## src/rtl/mem_pipe.sv

```systemverilog
// Parametrised single-port memory with valid/ready requests and fixed-latency in-order responses.
// Self-zeroes the array after reset or on clr, and flags addresses beyond DEPTH.
module mem_pipe #(
  parameter int unsigned DWIDTH = 8,
  parameter int unsigned AWIDTH = 5,
  parameter int unsigned DEPTH  = 32,
  parameter int unsigned RD_LAT = 1
) (
  input  logic              clk,
  input  logic              rst,
  input  logic              clr,
  input  logic              req_valid,
  output logic              req_ready,
  input  logic              req_write,
  input  logic [AWIDTH-1:0] req_addr,
  input  logic [DWIDTH-1:0] req_data,
  output logic              rsp_valid,
  output logic [DWIDTH-1:0] rsp_data,
  output logic              rsp_err,
  output logic              init_done
);

  localparam logic [AWIDTH:0]   DepthW   = (AWIDTH + 1)'(DEPTH);
  localparam logic [AWIDTH-1:0] LastAddr = AWIDTH'(DEPTH - 1);

  typedef enum logic [0:0] {StInit, StRun} state_e;

  state_e            state_q, state_d;
  logic [AWIDTH-1:0] cnt_q, cnt_d;
  logic              zero_we;
  logic              accept;
  logic              addr_err;
  logic [DWIDTH-1:0] stage0_data;

  logic [DWIDTH-1:0] mem [DEPTH];

  logic [RD_LAT-1:0] vld_q;
  logic [RD_LAT-1:0] err_q;
  logic [DWIDTH-1:0] dat_q [RD_LAT];

  always_comb begin
    state_d   = state_q;
    cnt_d     = cnt_q;
    req_ready = 1'b0;
    zero_we   = 1'b0;
    unique case (state_q)
      StInit: begin
        zero_we = 1'b1;
        cnt_d   = cnt_q + 1'b1;
        if (cnt_q == LastAddr) begin
          cnt_d   = '0;
          state_d = StRun;
        end
      end
      StRun: begin
        // clr takes priority over any request presented in the same cycle
        req_ready = !clr;
        if (clr) begin
          cnt_d   = '0;
          state_d = StInit;
        end
      end
      default: state_d = StInit;
    endcase
  end

  assign accept   = req_valid && req_ready;
  assign addr_err = {1'b0, req_addr} >= DepthW;

  always_comb begin
    stage0_data = '0;
    if (accept && !req_write && !addr_err) begin
      stage0_data = mem[req_addr];
    end
  end

  always_ff @(posedge clk or posedge rst) begin
    if (rst) begin
      state_q <= StInit;
      cnt_q   <= '0;
    end else begin
      state_q <= state_d;
      cnt_q   <= cnt_d;
    end
  end

  // Array has no reset; INIT sweeps it to zero before any request is accepted.
  always_ff @(posedge clk) begin
    if (zero_we) begin
      mem[cnt_q] <= '0;
    end else if (accept && req_write && !addr_err) begin
      mem[req_addr] <= req_data;
    end
  end

  always_ff @(posedge clk or posedge rst) begin
    if (rst) begin
      vld_q <= '0;
      err_q <= '0;
      for (int i = 0; i < RD_LAT; i++) begin
        dat_q[i] <= '0;
      end
    end else begin
      vld_q[0] <= accept;
      err_q[0] <= accept && addr_err;
      dat_q[0] <= stage0_data;
      for (int i = 1; i < RD_LAT; i++) begin
        vld_q[i] <= vld_q[i-1];
        err_q[i] <= err_q[i-1];
        dat_q[i] <= dat_q[i-1];
      end
    end
  end

  assign rsp_valid = vld_q[RD_LAT-1];
  assign rsp_err   = err_q[RD_LAT-1];
  assign rsp_data  = dat_q[RD_LAT-1];
  assign init_done = (state_q == StRun);

endmodule

```

## config.mk

```make
export PLATFORM = sky130hd
export DESIGN_NAME = mem_pipe
export DESIGN_NICKNAME = d
export VERILOG_FILES = /design/src/rtl/mem_pipe.sv
export SDC_FILE = /design/constraint.sdc
export NUM_CORES = 1
export LEC_CHECK = 0
export ABC_AREA = 1
export CORE_MARGIN = 2
export CORE_UTILIZATION = 46
export DETAILED_ROUTE_END_ITERATION = 8
export PLACE_DENSITY = 0.61
export SKIP_CTS_REPAIR_TIMING = 1
export SYNTH_ARGS = -nofsm -noshare
export SYNTH_HDL_FRONTEND = slang
export SYNTH_SLANG_ARGS = --single-unit
```

## constraint.sdc

```tcl
create_clock -name clk -period 2.6 [get_ports clk]
set_input_delay 0.52 -clock clk [delete_from_list [all_inputs] [get_ports clk]]
set_output_delay 0.52 -clock clk [all_outputs]
set_load 0.1 [all_outputs]
```

## Word-level counts from Yosys, hierarchy flattened

Memory sizes are Yosys's and may differ from the RTL's.
Index checks and enable logic that the tools add are counted.

- Shifts and indexed selects: 0
- Muxes and demuxes: 15
- Divide/modulo/power cells: 0
- Multiply operators: 0
- $add $sub $neg: 1
- Reductions and logical operators: 6
- Equal/unequal tests: 2
- Bitwise operators: 1
- Order comparisons: 0

Operator list:

| operator | count |
|---|---|
| $mux 8 | 2 |
| $mux 5 | 3 |
| $pmux 5 s2 | 1 |
| $mux 1 | 8 |
| $reduce_or 8->1 | 1 |
| $add 5x1->5 const B | 1 |
| $eq 5x5->1 const B | 1 |
| $logic_and 1x1->1 | 3 |
| $logic_not 1->1 | 2 |
| $ne 2x2->1 const B | 1 |
| $pmux 1 s2 | 1 |
| $not 1->1 | 1 |

- Input port bits: 18
- Memories kept: 1
- Latch bits: 0
- RAM bits: 256
- Memory bits (read-only): 0
- Flip-flop bits (word level): 15
- Logic and storage cells: 30

Memory list:

| name | depth | width | rd ports | clocked after memory_dff | wr ports | line | RTL |
|---|---|---|---|---|---|---|---|
| mem | 32 | 8 | 1 | 0 | 1 | 35 | `logic [DWIDTH-1:0] mem [DEPTH];` |

## Longest topological paths before layout

- Depth in word-level cells: 9
- Depth in mapped cells: 12
- Gate-level depth less buffers: 10

## Worst setup path after synthesis

Ideal clock, no wire load.

- Path kind: reg-to-reg
- Start point: register state_q, in the netlist init_done
- End point: memory mem[0][0] (data pin)
- Stages on the path, launching flop included: 8
- Clock period less this slack: 3.270 ns
- Setup slack: -0.670 ns
- Buffers on the path: 1
- Data arrival time: 2.919 ns
- Cells stage by stage: dfrtp_1 > inv_2 > nor2_4 > inv_4 > nor2_8 > nand2_4 > clkbuf_8 > nor2_1

- Cells in the longest elaborated chain, start to end: 8

Ends and longest elaborated chain:

| what | line | RTL |
|---|---|---|
| start: declaration | 28 | `state_e state_q, state_d;` |
| start signal: assignment | 79 | `state_q <= StInit;` |
| start signal: assignment | 82 | `state_q <= state_d;` |
| $mux 1 | 46 | `unique case (state_q)` |
| named net req_ready | 13 | `output logic req_ready,` |
| $logic_and 1x1->1 | 67 | `assign accept = req_valid && req_ready;` |
| named net accept | 31 | `logic accept;` |
| $logic_and 1x1->1 | 91 | `end else if (accept && req_write && !addr_err) begin` |
| $mux 1 | 91 |  |
| $mux 1 | 89 | `if (zero_we) begin` |
| $mux 1 (not written as such) | 92 | `mem[req_addr] <= req_data;` |
| $reduce_or 8->1 (no source line) | -- |  |
| $mux 8 (no source line) | -- |  |
| end: declaration | 35 |  |

The timed path passes the listed nets, and every way through them passes these cells.

## Final worst setup path

- Start point: register state_q, in the netlist init_done
- End point: memory mem[3][3], enable pin

- Cells in the longest elaborated chain, start to end: 8

Ends and longest elaborated chain:

| what | line |
|---|---|
| $mux 1 * | 46 |
| $logic_and 1x1->1 * | 67 |
| named net accept | 31 |
| $logic_and 1x1->1 * | 91 |
| $mux 1 * | 91 |
| $mux 1 * | 89 |
| $mux 1 (not written as such) * | 92 |
| $reduce_or 8->1 (no source line) | -- |
| $mux 5 (no source line) / $mux 1 (equally long branches) | -- |

Mark *: on every way through the listed nets, which the timed path passes. The rest lies on a longest branch.

==> flow_summary.json <==
{
  "status": "finished clean",
  "ys_seq_area_share_pct": 71.51,
  "grt_remaining_overflow": 0,
  "drive_above_1_share_pct": 15.56,
  "clock_path_buffers": 3,
  "cts_made_buffers": 28,
  "worstSetupPathType": "reg2reg",
  "crit_start": "init_done",
  "skew_ns": 0.01420,
  "syn-num-nets": 1026,
  "critPathCaptureType": "flop",
  "power_density_nw_per_um2": 880.4,
  "wirelength_mm": 27.65,
  "insertion_delay_ns": 0.54,
  "drt_iter0_drc": 615,
  "synth_seq_cells": 271,
  "cts.reportedPaths.clkPinSlew_ns": 0.06,
  "startpoint_type": "flop",
  "ir_worst_vdd_mv": 0.7109,
  "fmax_mhz": 453.6,
  "area.growth.synth_to_final_pct": 19.72,
  "core_um2": 24180,
  "h-tree-depth": 1,
  "drc": 0,
  "grt_max_degree": 86,
  "finalCritPeriodShare_pct": 84.79,
  "place_congestion": 0.9135,
  "r2r-start": "init_done",
  "first_pass_iters": 5,
  "p_leak_nw": 5.065,
  "die_w_um": 160.6,
  "antenna_found_initial": 0,
  "r2r_setup_slack_ns": 0.40,
  "cts_tree": "built",
  "port_buffers": 28,
  "grt.total_usage_pct": 21.89,
  "rsz0062_at_grt": "false",
  "maxSlewHeadroom_pct": 61.78,
  "grt_pass1_vias": 7156,
  "drv_cap": 0,
  "layout.nets": 1071,
  "critPathMaxFanout": 12,
  "num_vias": 7339,
  "rr_endpoint": "mem[3][3]",
  "drtAntennaViolNets": 0,
  "fin_hold_ws_ns": 0.3355,
  "yosys-top-cells-area": "edfxtp_1 (68%), nand2_1 (11%), nand3_1 (7.5%)",
  "fp.dieArea_um2": 25780,
  "syn_area_um2": 11270,
  "dpl.hpwl_mm": 17.28,
  "hold_class": "in2async",
  "synth_top_area_share_pct": 68.18,
  "diodes": 0,
  "crit_required_ns": 2.82,
  "fin_crit_ns": 2.205,
  "reg2reg_depth": 12,
  "setup_viol": 0,
  "yosys_warnings": 0,
  "place_area_um2": 12510,
  "yosys.cell_types.count": 31,
  "fillCellCount": 1975,
  "viasPerCell": 5.253,
  "worst_pin_slew_ns": 0.5727,
  "finalHoldViolations": 0,
  "post-route-cell-area_um2": 13500,
  "post_drt_wl_per_cell_um": 19.79,
  "drv_slew": 0,
  "fp-row-count": 57,
  "cts_sinks": 271,
  "yosysTopAreaCell": "edfxtp_1",
  "io_pins": 30,
  "synthCells": 1006,
  "initial_utilization_pct": 46.63,
  "grt_pass1_wl_mm": 42.41,
  "die_h_um": 160.6,
  "cp_data_arrival_time_ns": 2.42,
  "syn_avg_cell_area_um2": 11.21,
  "cts_root_buf": "clkbuf_16"
}
-- sequential cells by signal, summed over array words and instances, names as in the netlist --
name	count
rsp_data	8
mem	256
rsp_valid	1
cnt_q	5
init_done	1
-- worst max-delay path, cell delays in order (launching register included) --
cell and delay (ns):
dfrtp_4 0.47, inv_4 0.06, nor2_4 0.13, inv_4 0.06
nor2_8 0.09, nand2_4 0.12, buf_12 0.17, nand2_4 0.06
o21ai_4 0.08, inv_2 0.11, nand3_4 0.11, buf_4 0.18
nor2_4 0.26
-- synth_stat cells (all sizes together) --
cell / count
o22ai: 2
xor2: 1
a21oi: 1
nor2: 104
nand2: 333
dfrtp: 15
clkinv: 3
nor3: 2
o21ai: 35
conb: 1
edfxtp: 256
clkbuf: 14
buf: 41
inv: 24
ha: 2
nand3: 172
-- worst max-delay path by stage --
stage / slack [ns] / cells after the start / end
2_1_floorplan: -0.13 / 11 / mem[16][0]
3_3_place_gp: -0.05 / 12 / mem[3][2]
3_5_place_dp: -0.08 / 12 / mem[3][6]
4_1_cts: 0.39 / 12 / mem[3][3]
5_1_grt: 0.30 / 12 / mem[3][3]
6_report: 0.40 / 12 / mem[3][3]
-- layout make-up --
class                      count  area (µm²)  area share, %
tap                          324       405.4          3.003
sequential                   271        8066          59.76
multi-input combinational    653        3147          23.31
inverter                      27       108.9         0.8065
clock buffer                  33       740.7          5.488
timing repair buffer          70       785.8          5.821
clock inverter                19       244.0          1.808
-- placed cells by master (no fill, tap or decap), types with 2 or more instances in the layout --
master           instances
o21ai_4                  2
o21ai_1                  8
nor2_4                  33
inv_1                   18
inv_4                    2
clkbuf_16               29
edfxtp_1               256
o21ai_0                 24
o22ai_1                  2
buf_4                   36
nor2_2                   8
clkinvlp_4               2
nand3_4                  4
clkinv_1                 7
nor3_1                   2
inv_2                    3
nand2_1                321
clkbuf_1                 4
bufinv_16                6
nand2_2                  9
dfrtp_1                 14
clkdlybuf4s50_1         15
buf_12                  18
nand2_4                  3
nand3_1                168
ha_1                     2
nor2_1                  62
clkinv_2                 8
-- per-stage QoR --
step	total power [mW]	instances	TNS, ns	setup slack [ns]	utilization, %
2_1_floorplan	6.874	1006	-31.54	-0.1329	-
3_3_place_gp	7.735	1345	-2.027	-0.04622	51.76
3_5_place_dp	7.757	1345	-8.725	-0.08068	51.76
4_1_cts	11.95	1397	0	0.3875	55.83
5_1_grt	12.31	1397	0	0.2975	55.83
6_report	11.88	1397	0	0.3954	55.83
-- routing by layer --
layer | part of all wire (%) | GRT usage, %
met2 | 48 | 35.70
met5 | 0 | 0
met4 | 2.4 | 5.569
met1 | 44 | 31.24
met3 | 6.2 | 3.202
-- report_power, final --
group,internal (mW),switching (mW),total (mW)
logic,0.745,1.57,2.32
clock network,2.62,1.60,4.22
registers,5.23,0.120,5.35
-- logic make-up after synthesis --
logic type / share of synthesized area [%]
other: 0.03326
adder cells (fa/ha/maj): 0.2219
AND/OR/NAND/NOR: 23.04
buffers and inverters: 3.274
flip-flops: 71.51
AO/OA/AOI/OAI: 1.842
XOR/XNOR: 0.07770
No activity file was read; power rests on OpenSTA's default activity.
